--- config.mk ---
export PLATFORM = sky130hd
export DESIGN_NAME = gate_link_agent
export DESIGN_NICKNAME = d
export VERILOG_FILES = /design/src/rtl/gate_link_pkg.sv /design/src/rtl/gate_link_deser.sv /design/src/rtl/gate_link_agent.sv
export SDC_FILE = /design/constraint.sdc
export NUM_CORES = 1
export LEC_CHECK = 0
export CAP_MARGIN = 20
export CORE_ASPECT_RATIO = 0.6
export CORE_MARGIN = 3
export CORE_UTILIZATION = 48
export CTS_CLUSTER_SIZE = 14
export DETAILED_ROUTE_END_ITERATION = 8
export PLACE_DENSITY = 0.83
export SYNTH_ARGS = -nofsm -noshare
export SYNTH_HDL_FRONTEND = slang
export SYNTH_SLANG_ARGS = --single-unit
--- constraint.sdc ---
create_clock -name i_clk -period 2.5 [get_ports i_clk]
set_clock_uncertainty 0.05 [all_clocks]
set_input_delay 0.375 -clock i_clk [delete_from_list [all_inputs] [get_ports i_clk]]
set_output_delay 0.375 -clock i_clk [all_outputs]
set_load 0.01 [all_outputs]
--- src/rtl/gate_link_pkg.sv ---
// Shared types and helpers for the per-gate link agent.
package gate_link_pkg;

    typedef enum logic {
        TX_IDLE,
        TX_SHIFT
    } tx_state_e;

    typedef enum logic {
        RX_FILL,
        RX_FULL
    } rx_state_e;

    function automatic int cnt_w(input int data_width);
        return $clog2(data_width + 1);
    endfunction

endpackage

--- src/rtl/gate_link_deser.sv ---
// Receive side of the gate link: assembles LSB-first bits into a word and
// hands it to local logic on rx_pull.
module gate_link_deser
    import gate_link_pkg::*;
#(
    parameter int DATA_WIDTH = 8
) (
    input  logic                  i_clk,
    input  logic                  i_rst,
    input  logic                  i_sync,
    input  logic                  i_rx_pull,
    input  logic                  i_ser_data,
    input  logic                  i_ser_valid,
    output logic                  o_rx_ready,
    output logic [DATA_WIDTH-1:0] o_rx_data,
    output logic                  o_rx_valid,
    output logic                  o_rx_ovf
);

    localparam int CW = cnt_w(DATA_WIDTH);
    localparam logic [CW-1:0] LAST_IDX = CW'(DATA_WIDTH - 1);

    rx_state_e             state_q, state_d;
    logic [CW-1:0]         cnt_q, cnt_d;
    logic [DATA_WIDTH-1:0] shift_q, shift_d;
    logic                  ready_q, ready_d;
    logic [DATA_WIDTH-1:0] data_q, data_d;
    logic                  valid_q, valid_d;
    logic                  ovf_q, ovf_d;

    always_comb begin
        state_d = state_q;
        cnt_d   = cnt_q;
        shift_d = shift_q;
        ready_d = ready_q;
        data_d  = data_q;
        valid_d = 1'b0;
        ovf_d   = ovf_q;
        if (i_sync) begin
            state_d = RX_FILL;
            cnt_d   = '0;
            ready_d = 1'b0;
            ovf_d   = 1'b0;
        end else begin
            case (state_q)
                RX_FILL: begin
                    if (i_ser_valid) begin
                        // Bit lands at its final position, so bit 0 is the first one received.
                        for (int i = 0; i < DATA_WIDTH; i++) begin
                            if (cnt_q == CW'(i)) shift_d[i] = i_ser_data;
                        end
                        cnt_d = cnt_q + CW'(1);
                        if (cnt_q == LAST_IDX) begin
                            state_d = RX_FULL;
                            ready_d = 1'b1;
                        end
                    end
                end
                RX_FULL: begin
                    if (i_rx_pull) begin
                        data_d  = shift_q;
                        valid_d = 1'b1;
                        ready_d = 1'b0;
                        state_d = RX_FILL;
                        cnt_d   = '0;
                        // A bit arriving with the pull starts the next word.
                        if (i_ser_valid) begin
                            shift_d[0] = i_ser_data;
                            cnt_d      = CW'(1);
                        end
                    end else if (i_ser_valid) begin
                        ovf_d = 1'b1;
                    end
                end
                default: state_d = RX_FILL;
            endcase
        end
    end

    always_ff @(posedge i_clk or posedge i_rst) begin
        if (i_rst) begin
            state_q <= RX_FILL;
            cnt_q   <= '0;
            shift_q <= '0;
            ready_q <= 1'b0;
            data_q  <= '0;
            valid_q <= 1'b0;
            ovf_q   <= 1'b0;
        end else begin
            state_q <= state_d;
            cnt_q   <= cnt_d;
            shift_q <= shift_d;
            ready_q <= ready_d;
            data_q  <= data_d;
            valid_q <= valid_d;
            ovf_q   <= ovf_d;
        end
    end

    assign o_rx_ready = ready_q;
    assign o_rx_data  = data_q;
    assign o_rx_valid = valid_q;
    assign o_rx_ovf   = ovf_q;

endmodule

--- src/rtl/gate_link_agent.sv ---
// Per-gate link responder: serialises a local word on tx_start and delivers
// the assembled incoming word on rx_pull.
module gate_link_agent
    import gate_link_pkg::*;
#(
    parameter int DATA_WIDTH = 8
) (
    input  logic                  i_clk,
    input  logic                  i_rst,
    input  logic                  i_sync,
    input  logic                  i_tx_start,
    input  logic                  i_rx_pull,
    input  logic [DATA_WIDTH-1:0] i_tx_data,
    input  logic                  i_ser_data,
    input  logic                  i_ser_valid,
    output logic                  o_ser_data,
    output logic                  o_ser_valid,
    output logic                  o_tx_ready,
    output logic                  o_rx_ready,
    output logic [DATA_WIDTH-1:0] o_rx_data,
    output logic                  o_rx_valid,
    output logic                  o_tx_err,
    output logic                  o_rx_ovf
);

    localparam int CW = cnt_w(DATA_WIDTH);

    tx_state_e             tx_state_q, tx_state_d;
    logic [DATA_WIDTH-1:0] tx_shift_q, tx_shift_d;
    logic [CW-1:0]         tx_cnt_q, tx_cnt_d;
    logic                  ser_data_q, ser_data_d;
    logic                  ser_valid_q, ser_valid_d;
    logic                  tx_ready_q, tx_ready_d;
    logic                  tx_err_q, tx_err_d;

    always_comb begin
        tx_state_d  = tx_state_q;
        tx_shift_d  = tx_shift_q;
        tx_cnt_d    = tx_cnt_q;
        ser_data_d  = ser_data_q;
        ser_valid_d = ser_valid_q;
        tx_ready_d  = tx_ready_q;
        tx_err_d    = tx_err_q;
        if (i_sync) begin
            tx_state_d  = TX_IDLE;
            ser_data_d  = 1'b0;
            ser_valid_d = 1'b0;
            tx_ready_d  = 1'b1;
            tx_err_d    = 1'b0;
        end else begin
            case (tx_state_q)
                TX_IDLE: begin
                    if (i_tx_start) begin
                        // Bit 0 goes straight to the output flop; the rest waits in the shifter.
                        ser_data_d  = i_tx_data[0];
                        ser_valid_d = 1'b1;
                        tx_ready_d  = 1'b0;
                        tx_shift_d  = i_tx_data >> 1;
                        tx_cnt_d    = CW'(DATA_WIDTH);
                        tx_state_d  = TX_SHIFT;
                    end
                end
                TX_SHIFT: begin
                    if (i_tx_start) tx_err_d = 1'b1;
                    if (tx_cnt_q == CW'(1)) begin
                        ser_data_d  = 1'b0;
                        ser_valid_d = 1'b0;
                        tx_ready_d  = 1'b1;
                        tx_state_d  = TX_IDLE;
                    end else begin
                        ser_data_d = tx_shift_q[0];
                        tx_shift_d = tx_shift_q >> 1;
                        tx_cnt_d   = tx_cnt_q - CW'(1);
                    end
                end
                default: tx_state_d = TX_IDLE;
            endcase
        end
    end

    always_ff @(posedge i_clk or posedge i_rst) begin
        if (i_rst) begin
            tx_state_q  <= TX_IDLE;
            tx_shift_q  <= '0;
            tx_cnt_q    <= '0;
            ser_data_q  <= 1'b0;
            ser_valid_q <= 1'b0;
            tx_ready_q  <= 1'b1;
            tx_err_q    <= 1'b0;
        end else begin
            tx_state_q  <= tx_state_d;
            tx_shift_q  <= tx_shift_d;
            tx_cnt_q    <= tx_cnt_d;
            ser_data_q  <= ser_data_d;
            ser_valid_q <= ser_valid_d;
            tx_ready_q  <= tx_ready_d;
            tx_err_q    <= tx_err_d;
        end
    end

    assign o_ser_data  = ser_data_q;
    assign o_ser_valid = ser_valid_q;
    assign o_tx_ready  = tx_ready_q;
    assign o_tx_err    = tx_err_q;

    gate_link_deser #(
        .DATA_WIDTH (DATA_WIDTH)
    ) u_deser (
        .i_clk       (i_clk),
        .i_rst       (i_rst),
        .i_sync      (i_sync),
        .i_rx_pull   (i_rx_pull),
        .i_ser_data  (i_ser_data),
        .i_ser_valid (i_ser_valid),
        .o_rx_ready  (o_rx_ready),
        .o_rx_data   (o_rx_data),
        .o_rx_valid  (o_rx_valid),
        .o_rx_ovf    (o_rx_ovf)
    );

endmodule

### After elaboration in Yosys (flattened, before gate mapping)

Cells that the tools add are included.
Widths: inputs -> output; s select.

| word-level totals | value |
|---|---|
| register bits after elaboration | 41 |
| input port bits | 15 |
| output and inout port bits | 15 |
| logic and storage cells | 117 |

| operators by class | value |
|---|---|
| add/subtract/negate cells | 2 |
| equal/unequal tests | 20 |
| multiplexer cells | 51 |
| bitwise gates (word level) | 3 |
| reduce and logical (&&, ||, !) cells | 20 |

Operators with widths:

| cell | count |
|---|---|
| $mux 1 | 34 |
| $reduce_and 4->1 | 7 |
| $mux 4 | 5 |
| $eq 4x3->1 const B | 4 |
| $mux 8 | 2 |
| $pmux 4 s2 | 2 |
| $pmux 8 s2 | 1 |
| $pmux 1 s2 | 7 |
| $ne 2x2->1 const B | 6 |
| $reduce_and 3->1 | 4 |
| $ne 3x3->1 const B | 3 |
| $eq 4x1->1 const B | 2 |
| $eq 4x2->1 const B | 2 |
| $reduce_bool 2->1 | 4 |
| $ne 3x2->1 const B | 2 |
| $reduce_and 2->1 | 3 |
| $reduce_and 5->1 | 1 |
| $add 4x1->4 const B | 1 |
| $logic_not 4->1 | 1 |
| $sub 4x1->4 const B | 1 |
| $not 1->1 | 3 |
| $ne 2x1->1 const B | 1 |

### Longest topological paths before layout

| logic depth | value |
|---|---|
| depth after elaboration | 5 |
| mapped depth | 5 |
| mapped depth without buffers | 5 |

### Cells and area by module

Synthesis repeated with hierarchy kept, for this count alone.

| second synthesis, totals | value |
|---|---|
| cell total of the unflattened synthesis | 163 |
| area, all modules | 1,954.4 um^2 |

By module, submodules not included:

| module | instances | cells an instance | area an instance (um^2) | seq. area each (um^2) |
|---|---|---|---|---|
| gate_link_deser | 1 | 96 | 1,148.6 | 600.6 |
| gate_link_agent | 1 | 67 | 805.8 | 401.6 |

### Worst setup path after synthesis

Ideal clock, no wire load.

| timing | value |
|---|---|
| path kind | register to register |
| start | reg tx_cnt_q[0] |
| end | reg tx_shift_q[0] |
| library setup time | 0.125 ns |
| arrival time | 1.373 ns |
| required time | 2.325 ns |
| setup slack | 0.953 ns |
| cell stages (with the launch flop) | 5 |
| path buffers | 0 |
| period minus slack after synthesis | 1.547 ns |
| cells stage by stage | dfrtp_1 ha_1 nor3b_4 a21oi_4 mux2_2 |

| on the way | value |
|---|---|
| longest elaborated chain between the ends | 3 |

RTL lines:

| element | RTL line | source |
|---|---|---|
| from (decl) | gate_link_agent.sv:30 | `logic [CW-1:0] tx_cnt_q, tx_cnt_d;` |
| from (signal assigned) | gate_link_agent.sv:93 | `tx_cnt_q <= tx_cnt_d;` |
| $eq 4x1->1 | gate_link_agent.sv:65 | `if (tx_cnt_q == CW'(1)) begin` |
| $ne 2x2->1 (no line) | n/a |  |
| $reduce_and 3->1 (no line) | n/a |  |
| to (signal assigned) | gate_link_agent.sv:92 | `tx_shift_q <= tx_shift_d;` |
| to (decl) | gate_link_agent.sv:29 | `logic [DATA_WIDTH-1:0] tx_shift_q, tx_shift_d;` |

No other way between the ends.
A chain may end at the register's enable or synchronous reset.

### Worst setup path after layout

| timing | value |
|---|---|
| start | in i_sync |
| end | reg tx_shift_q[0] |

| on the way | value |
|---|---|
| longest elaborated chain between the ends | 2 |

RTL lines:

| element | RTL line | source |
|---|---|---|
| from (decl) | gate_link_agent.sv:10 | `input logic i_sync,` |
| $not 1->1 (no line) | n/a |  |
| $reduce_and 3->1 (no line) | n/a |  |

No other way between the ends.

==> flow_summary_export.csv <==
group,metric,value,unit
run_status,status,"completed",
worst_setup_path,slowest_delay,580,ps
worst_setup_path,path_class,"input pin to register",
worst_setup_path,end_kind,"register",
worst_setup_path,crit_end,"tx_shift_q[0]$_DFFE_PP0P_",
synth,yosysWarnings,0,
power,p_sw,0.419,mW
worst_setup_path,r2r_start,"tx_cnt_q[1]$_DFFE_PP0P_",
worst_setup_path,worstSetupStartpoint,"i_sync",
cells_and_area,layout_common_cells,"dfrtp_1, clkdlybuf4s50_1, mux2_2",
drt,wire_per_inst,17.0,µm
sta,worst_pin_slew,495,ps
power,swShare,0.263,
worst_setup_path,rr_endpoint,"tx_shift_q[0]$_DFFE_PP0P_",
placed_design,port-buffer-count,29,
worst_setup_path,cp-start-kind,"input pin",
cells_and_area,layout.cells.most_common,"dfrtp_1",
drt,drt-pass1-iter-count,5,
cells_and_area,diodes,0,
clock_network,cts_setup_buffers,0,
floorplan,initial_core_util,0.510,
worst_setup_path,path_depth,4,
placed_design,dp.cells,234,
global_route,grt_use_met3,0.0518,
clock_network,clk_pin_slew_worst_paths,80,ps
worst_setup_path,cp_max_fo,9,
hold_path,hold_depth,1,
clock_network,cts_resized,0,
power,leakage,1.05,nW
global_route,grt-ovfl-total,0,
clock_network,numCtsBuffers,5,
flow_run,max-cap-violations,0,
global_route,met2_usage,0.280,
drt,vias,1353,
sta,post-route-min-period,1860,ps
placed_design,gp_congestion,0.864,
sta,hold_violations,0,
floorplan,die_w,87.7,µm
clock_network,cts_buffer_depth,2,
synth,ys_seq_area_frac,0.521,
worst_setup_path,required,2620,ps
synth,ys_seq_elements,40,
synth,avgSynthCellArea,12.0,µm²
worst_setup_path,r2r_slack,680,ps
worst_setup_path,crit_family,"compound AO/OA/AOI/OAI gates",
global_route,grtUsageTotal,0.185,
synth,postSynthCellCount,160,
drt,via_per_inst,5.59,
cells_and_area,final_core_util,0.629,
global_route,grt_pass1_vias,1339,
power,pwr-share-clk,0.324,
power,internal_power,1.18,mW
sta,relSlewSlack,0.670,
power,power_density,674,nW/µm²
floorplan,core,3760,µm²
worst_setup_path,path_cells,"clkdlybuf4s50_1, o21bai_1, a21oi_4, mux2_2",
synth,synth_cell_types,34,
sta,slew_violations,0,
sta,setup_violations,0,
floorplan,die_area,4820,µm²
clock_network,cts_hold_buf,0,
drt,routed_wl,4.11,mm
worst_setup_path,path_buf_inv,1,
worst_setup_path,rr_worst_depth,5,
drt,drc,0,
sta,rsz0062_at_grt,"false",
global_route,grt_pass1_wl,6.54,mm
global_route,grtUsageMet1,0.252,
synth,synth.net_count,181,
placed_design,dp_hpwl,3.00,mm
worst_setup_path,slowest_stage,"clkdlybuf4s50_1",
power,power,1.59,mW
clock_network,h-tree-depth,2,
sta,max_freq,537,MHz
global_route,gr-max-usage-layer,"met2",
sta,tns,0,ps
power,seqPwrFrac,0.502,
floorplan,std_cell_rows,17,
synth,syn-cell-area,1920,µm²
drt,dr.first_iter.drc_count,107,
clock_network,clock-sinks,40,
floorplan,die_h,55.0,µm
floorplan,boundaryPins,30,
sta,worst_hold_slack,442,ps
power,combPwrFrac,0.174,
hold_path,hp-class,"register to register",
global_route,grt_max_degree,41,
worst_setup_path,arrival,1980,ps
cells_and_area,layout-drive-gt1-share,0.215,
power,irDropWorstVdd,0.000265,V
cells_and_area,syn_to_final_growth,23.2,%
global_route,antenna_found_initial,0,
clock_network,clk_latency,290,ps
cells_and_area,final_cells,242,
clock_network,cts_tree,"yes",
clock_network,cts-root-buf,"clkbuf_8",
sta,fin_crit_sh,0.745,
drt,ant_nets,0,
cells_and_area,fin_nets,215,
==> registers in the layout, indices dropped and copies added (netlist names) <==
| signal | count |
|---|---|
| u_deser.o_rx_ovf | 1 |
| u_deser.o_rx_valid | 1 |
| u_deser.o_rx_data | 8 |
| o_ser_data | 1 |
| tx_shift_q | 7 |
| o_ser_valid | 1 |
| tx_state_q | 1 |
| u_deser.cnt_q | 4 |
| u_deser.state_q | 1 |
| u_deser.o_rx_ready | 1 |
| tx_cnt_q | 4 |
| o_tx_ready | 1 |
| u_deser.shift_q | 8 |
| o_tx_err | 1 |
==> through the flow <==
stage	setup WS (ps)	cell area (µm²)
finish	638	2370
global route	575	2370
CTS	655	2370
detailed placement	354	2260
global placement	418	2260
floorplan	953	1920
==> power by group through the flow <==
stage / clock network, mW / logic [mW] / registers, mW
detailed placement: 0 / 0.277 / 0.810
finish: 0.517 / 0.277 / 0.801
global route: 0.555 / 0.304 / 0.812
CTS: 0.532 / 0.278 / 0.799
floorplan: 0 / 0.189 / 0.795
global placement: 0 / 0.258 / 0.804
==> how the worst min path moves through the flow <==
stage,to,startpoint
final,u_deser.shift_q[0]$_DFFE_PP0P_,u_deser.shift_q[0]$_DFFE_PP0P_
after global routing,u_deser.shift_q[0]$_DFFE_PP0P_,u_deser.shift_q[0]$_DFFE_PP0P_
after CTS,u_deser.shift_q[0]$_DFFE_PP0P_,u_deser.shift_q[0]$_DFFE_PP0P_
after detailed placement,u_deser.shift_q[0]$_DFFE_PP0P_,u_deser.shift_q[0]$_DFFE_PP0P_
after global placement,u_deser.shift_q[7]$_DFFE_PP0P_,u_deser.shift_q[7]$_DFFE_PP0P_
after floorplan,u_deser.shift_q[7]$_DFFE_PP0P_,u_deser.shift_q[7]$_DFFE_PP0P_
==> worst reg2reg max path, cell delays in order, from the launching register on <==
cell     delay, ps
dfrtp_1        400
inv_1          140
ha_1           190
nor3b_4        420
a21oi_4        190
mux2_2         320
==> kinds of logic (layout without fill, tap and decap cells) <==
family,after synthesis,count (layout),synth area share
AO/OA/AOI/OAI,25,25,0.0872
XOR/XNOR,1,1,0.00456
adder cells (fa/ha/maj),6,6,0.0391
buffers and inverters,14,49,0.0391
flip-flops,40,40,0.521
multiplexers,30,30,0.174
AND/OR/NAND/NOR,44,44,0.134
==> area by class of cell <==
| cell class | count | area, µm² |
|---|---|---|
| fill | 284 | 1400 |
| sequential | 40 | 1000 |
| multi-input combinational | 106 | 845 |
| timing repair buffer | 34 | 328 |
| clock buffer | 6 | 72.6 |
| tap | 47 | 58.8 |
| clock inverter | 2 | 35.0 |
| inverter | 7 | 26.3 |
==> per-layer routing <==
layer | up-vias | share of wire
li1 | 633 | -
met1 | 668 | 0.47
met2 | 44 | 0.46
met3 | 8 | 0.052
met4 | 0 | 0.016
met5 | - | 0
==> synthesized netlist by cell type (all sizes together) <==
cell type	instances	area (µm²)
dfstp	1	26.3
a31oi	1	6.26
nand3b	4	30.0
o311ai	2	17.5
nor3b	2	37.5
or3	1	6.26
o21ai	3	15.0
a32oi	1	8.76
mux2i	2	20.0
o41ai	1	8.76
xor2	1	8.76
nor2b	2	12.5
inv	7	26.3
o22ai	1	6.26
dfrtp	39	976
nand2	7	26.3
ha	6	75.1
nor3	1	5.00
buf	7	48.8
nand2b	5	31.3
nand4b	1	8.76
nand3	9	45.0
a21oi	11	66.3
and3b	2	17.5
mux2	28	315
o211ai	1	7.51
o22a	1	8.76
nor2	10	37.5
o21bai	3	22.5
No activity file was read; power rests on OpenSTA's default activity.
